File: src/rtl/robozap_uart_pkg.sv
// Shared types and constants for the RoboZap UART command path.
// Frame on the wire: SYNC, CMD, ARG, CHK with CHK = CMD ^ ARG ^ CHK_SALT.
package robozap_uart_pkg;

   typedef enum logic [1:0] {S_SYNC, S_CMD, S_ARG, S_CHK} parser_state_t;

   localparam logic [7:0] SYNC_DEFAULT = 8'hA5;
   localparam logic [7:0] CHK_SALT     = 8'h5A;

   // Opcodes pass through the parser undecoded; listed here for the game logic.
   localparam logic [7:0] CMD_MOVE  = 8'h01;
   localparam logic [7:0] CMD_FIRE  = 8'h02;
   localparam logic [7:0] CMD_PAUSE = 8'h03;

   function automatic logic [7:0] frame_chk(input logic [7:0] op, input logic [7:0] arg);
      return op ^ arg ^ CHK_SALT;
   endfunction

endpackage

File: src/rtl/uart_gap_timer.sv
// Inter-byte gap counter: expires after TICKS-1 cycles of running without a clear.
module uart_gap_timer #(
   parameter int unsigned TICKS = 200_000
) (
   input  logic clk,
   input  logic rst_n,
   input  logic clear,
   input  logic run,
   output logic expired
);

   localparam int unsigned CW = (TICKS > 1) ? $clog2(TICKS) : 1;
   localparam logic [CW-1:0] LAST = CW'(TICKS - 1);

   logic [CW-1:0] r_cnt;

   always_ff @(posedge clk or negedge rst_n) begin
      if (!rst_n) begin
         r_cnt <= '0;
      end else if (clear || !run || expired) begin
         r_cnt <= '0;
      end else begin
         r_cnt <= r_cnt + 1'b1;
      end
   end

   // A byte arriving in the terminal cycle wins over the timeout.
   assign expired = run && !clear && (r_cnt == LAST);

endmodule

File: src/rtl/uart_cmd_parser.sv
// Assembles SYNC/CMD/ARG/CHK byte frames into validated commands with a one-entry
// output buffer, saturating error counter and sticky overflow flag.
module uart_cmd_parser
   import robozap_uart_pkg::*;
#(
   parameter int unsigned CLK_HZ     = 100_000_000,
   parameter int unsigned TIMEOUT_US = 2000,
   parameter logic [7:0]  SYNC_BYTE  = SYNC_DEFAULT
) (
   input  logic       clk,
   input  logic       rst_n,
   input  logic [7:0] rx_data,
   input  logic       rx_valid,
   input  logic       cmd_ready,
   output logic       cmd_valid,
   output logic [7:0] cmd_op,
   output logic [7:0] cmd_arg,
   output logic [7:0] err_cnt,
   output logic       err_pulse,
   output logic       overflow
);

   localparam int unsigned TICKS = CLK_HZ / 1_000_000 * TIMEOUT_US;

   parser_state_t r_state, w_state_d;
   logic [7:0]    r_op, r_arg;
   logic          r_cmd_valid, r_err_pulse, r_overflow;
   logic [7:0]    r_cmd_op, r_cmd_arg, r_err_cnt;
   logic          w_expired, w_good, w_chk_bad, w_bad, w_xfer;

   uart_gap_timer #(
      .TICKS (TICKS)
   ) u_gap_timer (
      .clk     (clk),
      .rst_n   (rst_n),
      .clear   (rx_valid),
      .run     (r_state != S_SYNC),
      .expired (w_expired)
   );

   always_ff @(posedge clk or negedge rst_n) begin
      if (!rst_n) begin
         r_state <= S_SYNC;
      end else begin
         r_state <= w_state_d;
      end
   end

   always_comb begin
      w_state_d = r_state;
      w_good    = 1'b0;
      w_chk_bad = 1'b0;
      if (rx_valid) begin
         case (r_state)
            S_SYNC: if (rx_data == SYNC_BYTE) w_state_d = S_CMD;
            S_CMD:  w_state_d = S_ARG;
            S_ARG:  w_state_d = S_CHK;
            S_CHK: begin
               w_state_d = S_SYNC;
               if (rx_data == frame_chk(r_op, r_arg)) w_good = 1'b1;
               else                                   w_chk_bad = 1'b1;
            end
         endcase
      end else if (w_expired) begin
         w_state_d = S_SYNC;
      end
   end

   assign w_bad  = w_chk_bad || w_expired;
   assign w_xfer = r_cmd_valid && cmd_ready;

   always_ff @(posedge clk or negedge rst_n) begin
      if (!rst_n) begin
         r_op  <= '0;
         r_arg <= '0;
      end else if (rx_valid) begin
         if (r_state == S_CMD) r_op  <= rx_data;
         if (r_state == S_ARG) r_arg <= rx_data;
      end
   end

   always_ff @(posedge clk or negedge rst_n) begin
      if (!rst_n) begin
         r_cmd_valid <= 1'b0;
         r_cmd_op    <= '0;
         r_cmd_arg   <= '0;
         r_overflow  <= 1'b0;
         r_err_pulse <= 1'b0;
         r_err_cnt   <= '0;
      end else begin
         r_err_pulse <= w_bad;
         if (w_bad && (r_err_cnt != 8'hFF)) r_err_cnt <= r_err_cnt + 8'd1;
         // A transfer in the same cycle frees the slot, so a good frame reloads without a bubble.
         if (w_good && (!r_cmd_valid || w_xfer)) begin
            r_cmd_valid <= 1'b1;
            r_cmd_op    <= r_op;
            r_cmd_arg   <= r_arg;
         end else begin
            if (w_good) r_overflow  <= 1'b1;
            if (w_xfer) r_cmd_valid <= 1'b0;
         end
      end
   end

   assign cmd_valid = r_cmd_valid;
   assign cmd_op    = r_cmd_op;
   assign cmd_arg   = r_cmd_arg;
   assign err_cnt   = r_err_cnt;
   assign err_pulse = r_err_pulse;
   assign overflow  = r_overflow;

endmodule

File: config.mk
export PLATFORM = sky130hd
export DESIGN_NAME = uart_cmd_parser
export DESIGN_NICKNAME = d
export VERILOG_FILES = /design/src/rtl/robozap_uart_pkg.sv /design/src/rtl/uart_gap_timer.sv /design/src/rtl/uart_cmd_parser.sv
export SDC_FILE = /design/constraint.sdc
export NUM_CORES = 1
export LEC_CHECK = 0
export BUFFER_PORTS_ARGS = -buffer_cell sky130_fd_sc_hd__clkbuf_2
export CORE_MARGIN = 2
export CORE_UTILIZATION = 57
export DETAILED_ROUTE_END_ITERATION = 10
export PLACE_DENSITY = 0.79
export SETUP_SLACK_MARGIN = 0.4
export SYNTH_ARGS = -nofsm -noshare
export SYNTH_HDL_FRONTEND = slang
export SYNTH_SLANG_ARGS = --single-unit
export TNS_END_PERCENT = 1
File: constraint.sdc
create_clock -name clk -period 3.1 [get_ports clk]
set_clock_uncertainty 0.1 [all_clocks]
set_input_delay 0.31 -clock clk [delete_from_list [all_inputs] [get_ports clk]]
set_output_delay 0.31 -clock clk [all_outputs]
set_load 0.1 [all_outputs]
==> Word level (Yosys, flattened, before mapping) <==
Cells that the tools add are included.
{ "word_totals": {"out_inout_bits": 27, "reg_bits": 63, "mem_bits_ro": 0, "mem_bits_rw": 0, "n_memories": 0, "inputBits": 12, "wordCells": 56, "latch_bits": 0} }
{ "classes": {"addsub": 2, "n_div": 0, "n_lt_le_gt_ge": 0, "eq_ne": 8, "n_bitwise": 3, "multipliers": 0, "mux": 13, "n_reduce_logical": 20, "shift": 0} }
{ "ops": {"columns": ["cell", "n"], "rows": [
  ["18-bit by 1-bit adder with 18-bit output, second input constant", 1],
  ["18-bit == test, second input constant", 1],
  ["18-bit two-way mux", 1],
  ["8-bit by 1-bit adder with 8-bit output, second input constant", 1],
  ["8-bit == test", 1],
  ["8-bit == test, second input constant", 1],
  ["1-bit two-way mux", 8],
  ["8-bit inequality test, second input constant", 1],
  ["2-bit one-hot mux with 4 select lines", 1],
  ["2-bit AND reduction", 4],
  ["8-bit bitwise XOR", 1],
  ["2-bit two-way mux", 3],
  ["2-bit nonzero test", 3],
  ["1-bit logical AND", 5],
  ["2-bit == test, second input constant", 2],
  ["1-bit logical OR", 4],
  ["4-bit NOT", 1],
  ["1-bit zero test", 3],
  ["3-bit inequality test, second input constant", 1],
  ["2-bit by 1-bit == test with 1-bit output, second input constant", 1],
  ["2-bit zero test", 1],
  ["1-bit NOT", 1]
]} }

==> Logic depth before layout (Yosys ltp) <==
{ "depth": {"depth_word": 9, "ltp_mapped": 7, "ltp_nobuf": 6} }

==> By module <==
A second synthesis with hierarchy kept.
{ "hier_totals": {"cells_unflattened": 243, "area_unflattened_um2": 3072.9} }
{ "modules_own_cells": {"columns": ["module", "seq_area_each_um2", "cells_per_inst", "n_inst", "area_each_um2"], "rows": [
  ["uart_cmd_parser", 1126.1, 150, 1, 2164.6],
  ["uart_gap_timer", 450.4, 93, 1, 908.4]
]} }

==> Least setup slack after synthesis <==
OpenSTA, ideal clock, no wires.
{ "synth_path": {"path_kind": "reg2reg", "from": "register r_err_cnt[0], in the netlist err_cnt[0]", "to": "register r_err_cnt[1], in the netlist err_cnt[1]", "path_buffers": 0, "arrival_ns": 2.041, "path_stages_with_launch": 6, "slack_ns": 0.831, "period_less_slack_ns": 2.269, "t_required_ns": 2.872, "setup_time_ns": 0.128, "cell_sequence": "dfrtp_1 > ha_1 > nand2_1 > nor3_1 > a21oi_4 > mux2_1"} }
{ "synth_between": {"elab_chain_cells": 2, "word_cells_on_any_way": 3, "classes_between": "1 x add/sub; 1 x eq/ne; 1 x reduce/logical"} }
{ "synth_rtl": {"columns": ["element", "line", "text"], "rows": [
  ["start, declared", "uart_cmd_parser.sv:28", "logic [7:0] r_cmd_op, r_cmd_arg, r_err_cnt;"],
  ["start signal, assigned", "uart_cmd_parser.sv:92", "if (w_bad && (r_err_cnt != 8'hFF)) r_err_cnt <= r_err_cnt + 8'd1;"],
  ["branches (longest 2 deep; another with 8-bit by 1-bit adder with 8-bit output)", null, null]
]} }
Parallel ways; which one is timed is not known.
A chain may end at the register's enable or synchronous reset.

==> Worst setup path in the final report <==
{ "layout_path": {"from": "register r_arg[5]", "to": "register r_cmd_arg[1], in the netlist cmd_arg[1]"} }
{ "layout_between": {"elab_chain_cells": 6} }
{ "layout_rtl": {"columns": ["element", "line", "text"], "rows": [
  ["start, declared", "uart_cmd_parser.sv:26", "logic [7:0] r_op, r_arg;"],
  ["start signal, assigned", "uart_cmd_parser.sv:78", "if (r_state == S_ARG) r_arg <= rx_data;"],
  ["8-bit bitwise XOR", "robozap_uart_pkg.sv:16", "return op ^ arg ^ CHK_SALT;"],
  ["8-bit == test", "uart_cmd_parser.sv:60", "if (rx_data == frame_chk(r_op, r_arg)) w_good = 1'b1;"],
  ["1-bit two-way mux", "uart_cmd_parser.sv:60", null],
  ["1-bit two-way mux", "uart_cmd_parser.sv:54", "case (r_state)"],
  ["1-bit two-way mux", "uart_cmd_parser.sv:53", "if (rx_valid) begin"],
  ["1-bit logical AND", "uart_cmd_parser.sv:94", "if (w_good && (!r_cmd_valid || w_xfer)) begin"],
  ["end signal, assigned", "uart_cmd_parser.sv:97", "r_cmd_arg <= r_arg;"],
  ["end, declared", "uart_cmd_parser.sv:28", null]
]} }
No other way between the ends.

==> metrics <==
fin nets roughly 300; CTS buffer count 9; WP buf/inv 1; vias between 1500 and 2000; CP Class flip-flop to flip-flop; dpl hpwl 3.74 mm; Worst R2R Start r_arg[5]; fin area around 0.0035 sq mm; Post-Synthesis Cells between 200 and 250; die width 76.8 um; Pleak 1.70 nW; worst reg2reg endpoint cmd_arg[1]; # IOs 39; Hold Fails Final Rpt 0; CP Data Required Time approximately 3.2 ns; CTS clk-pin slew, worst paths around 0.070 ns; die area 0.00590 sq mm; crit-path cells xor3_1 > nor4_2 > and3b_1 > nor2b_1 > buf_4 > mux2_2; First DRT Iteration DRCs 124; global route overflow 0; Avg Vias per Cell approximately 5.5; Ys Warns 0; most frequent cell after synthesis dfrtp_1; fin util 0.682; Final min period 2.41 ns; vias in the first global route between 1500 and 2000; FFs w/ async S/R, synth 1.00; CP Launch Type flip-flop; VDD IR-drop max approximately 0.32 mV; clock latency on the worst-skew pair between 0.3 and 0.4 ns; core box area 0.00511 sq mm; Synth Net Count 254; status finished, final reports clean; Avg Cell Area, Syn between 10 and 15 sq um; Hold EP r_arg[7]; largest net degree at the start of global routing 33; CTS Sinks 63; Synth Cell Area 0.00302 sq mm; Hold Path Stages 2; chip height about 77 um; worst relative slew slack 0.473; share of layout cells above drive strength 1 0.306; root buf cell clkbuf_8; pwr dens about 770 mW/mm^2; Inst Count DP ~340; top post-synthesis cells by count dfrtp_1, mux2_2, nor2_1; CTS H-tree depth 3; CTS Buffer Depth 2; area share of the largest cell type after synthesis 0.522; Slowest-stage cell, CP xor3_1; R2R depth 6; RSZ-0062 raised after global routing no; Reg2Reg Setup Slack between 0.6 and 0.7 ns; Layout area overhead 15.3%; drt first pass iters 4; Area after DPL around 0.0033 sq mm; CTS tree done; final WL 5.30 mm; Primary FF master, synth dfrtp_1; CP startpoint r_arg[5]; Slew @ Worst Pin slightly below 0.8 ns; number of synthesized register bits 63; EDFF count, synth 0; Synth area leader dfrtp_1; RD Place Congestion roughly 0.75; Setup TNS 0 ns; Initial Util 0.591; CP peak stage delay about 0.42 ns; Post-DRT Antenna Nets 0; Hold Path Origin rx_data[7]; max-slew violation count 0; final setup vio count 0; diode count 0; Residual DRC 0; CP Capture Type flip-flop; Max-Cap Viols 0; cell family with most CP delay simple AND/OR/NAND/NOR gates; GRT Util Overall 0.201; max frequency about 0.42 GHz; IO Port Bufs 38; CP Max Fanout 16; global-route wire length before repair 9.26 mm; crit path DAT about 2.5 ns; Hold Crit Class input pin to flip-flop; Final Non-Filler Cells around 360; wire length per cell 14.8 um; initial antenna violation count 0; post-synthesis cell type count 42; Final Cycle Share 0.777; Area contributors post-synth dfrtp_1, mux2_2, mux2_1, xnor2_1, xor3_1; register area share after synthesis 0.522; site row count 26
cell type report:
cell class	instances	area, sq um
clock buffers	12	165
clock inverters	3	17.5
fillers	391	1630
inverters	5	18.8
multi-input cells	163	1390
flip-flops and latches	63	1580
well taps	70	87.6
repair buffers	42	223
logic make-up after synthesis:
| kind of cell | count (synthesis) | share of synthesized area |
|---|---|---|
| and+or+nand+nor | 80 | 0.150 |
| DFF | 63 | 0.522 |
| muxes | 35 | 0.130 |
| xor gates and xnor gates | 27 | 0.116 |
| AOI/OAI and AO/OA | 15 | 0.0402 |
| buffers and inverters | 10 | 0.0166 |
| adders and majority gates | 6 | 0.0249 |
power by group:
part / total (mW) / internal [mW] / switching [mW]
Sequential: 1.13 / 0.982 / 0.144
Clock: 0.650 / 0.348 / 0.302
Combinational: 0.888 / 0.418 / 0.470
Total: 2.66 / 1.75 / 0.916
registers in the layout, summed over array words and instances (netlist names):
register	count
cmd_arg	8
cmd_op	8
cmd_valid	1
err_cnt	8
err_pulse	1
overflow	1
r_arg	8
r_op	8
r_state	2
u_gap_timer.r_cnt	18
metal layers:
| metal | part of all wire | vias to the layer above | GRT usage |
|---|---|---|---|
| li1 | - | 926 | - |
| met1 | 0.47 | 982 | 0.256 |
| met2 | 0.48 | 43 | 0.328 |
| met3 | 0.036 | 11 | 0.0447 |
| met4 | 0.018 | 0 | 0.0927 |
| met5 | 0 | - | 0 |
repair_timing:
action / 4_1_cts / 5_1_grt
gates resized for setup: 0 / 0
hold buffers: 1 / 0
hold endpoints to repair: 30 / 0
setup buffers: 0 / 0
metrics by stage:
stage	hold slack (ns)	total power [mW]	worst slack, ns
after CTS	0.157	2.69	0.702
after floorplan	-0.0856	1.86	0.831
final	0.169	2.66	0.692
after detailed placement	0.337	2.04	0.712
after global routing	0.171	2.81	0.608
after global placement	0.333	2.01	0.775
layout by cell type (no fill, tap or decap), types with 3 or more instances in the layout:
cell,instances
nand4_1,3
dfrtp_1,63
nor2_1,23
clkbuf_8,12
nand3_1,12
xnor2_1,12
nand2_1,15
and3_1,5
xor2_1,7
clkbuf_2,38
nor3_1,5
ha_1,6
mux2_1,11
buf_4,3
inv_1,5
xnor3_1,4
xor3_1,4
mux2_2,24
worst max path at each step:
stage	end	slack, ns	depth (start not counted)
floorplan	err_cnt[1]	0.83	5
global placement	cmd_arg[1]	0.78	6
detailed placement	cmd_arg[1]	0.71	6
CTS	cmd_arg[1]	0.70	6
global route	cmd_arg[2]	0.61	6
finish	cmd_arg[1]	0.69	6
Power figures use the tool's default switching activity.
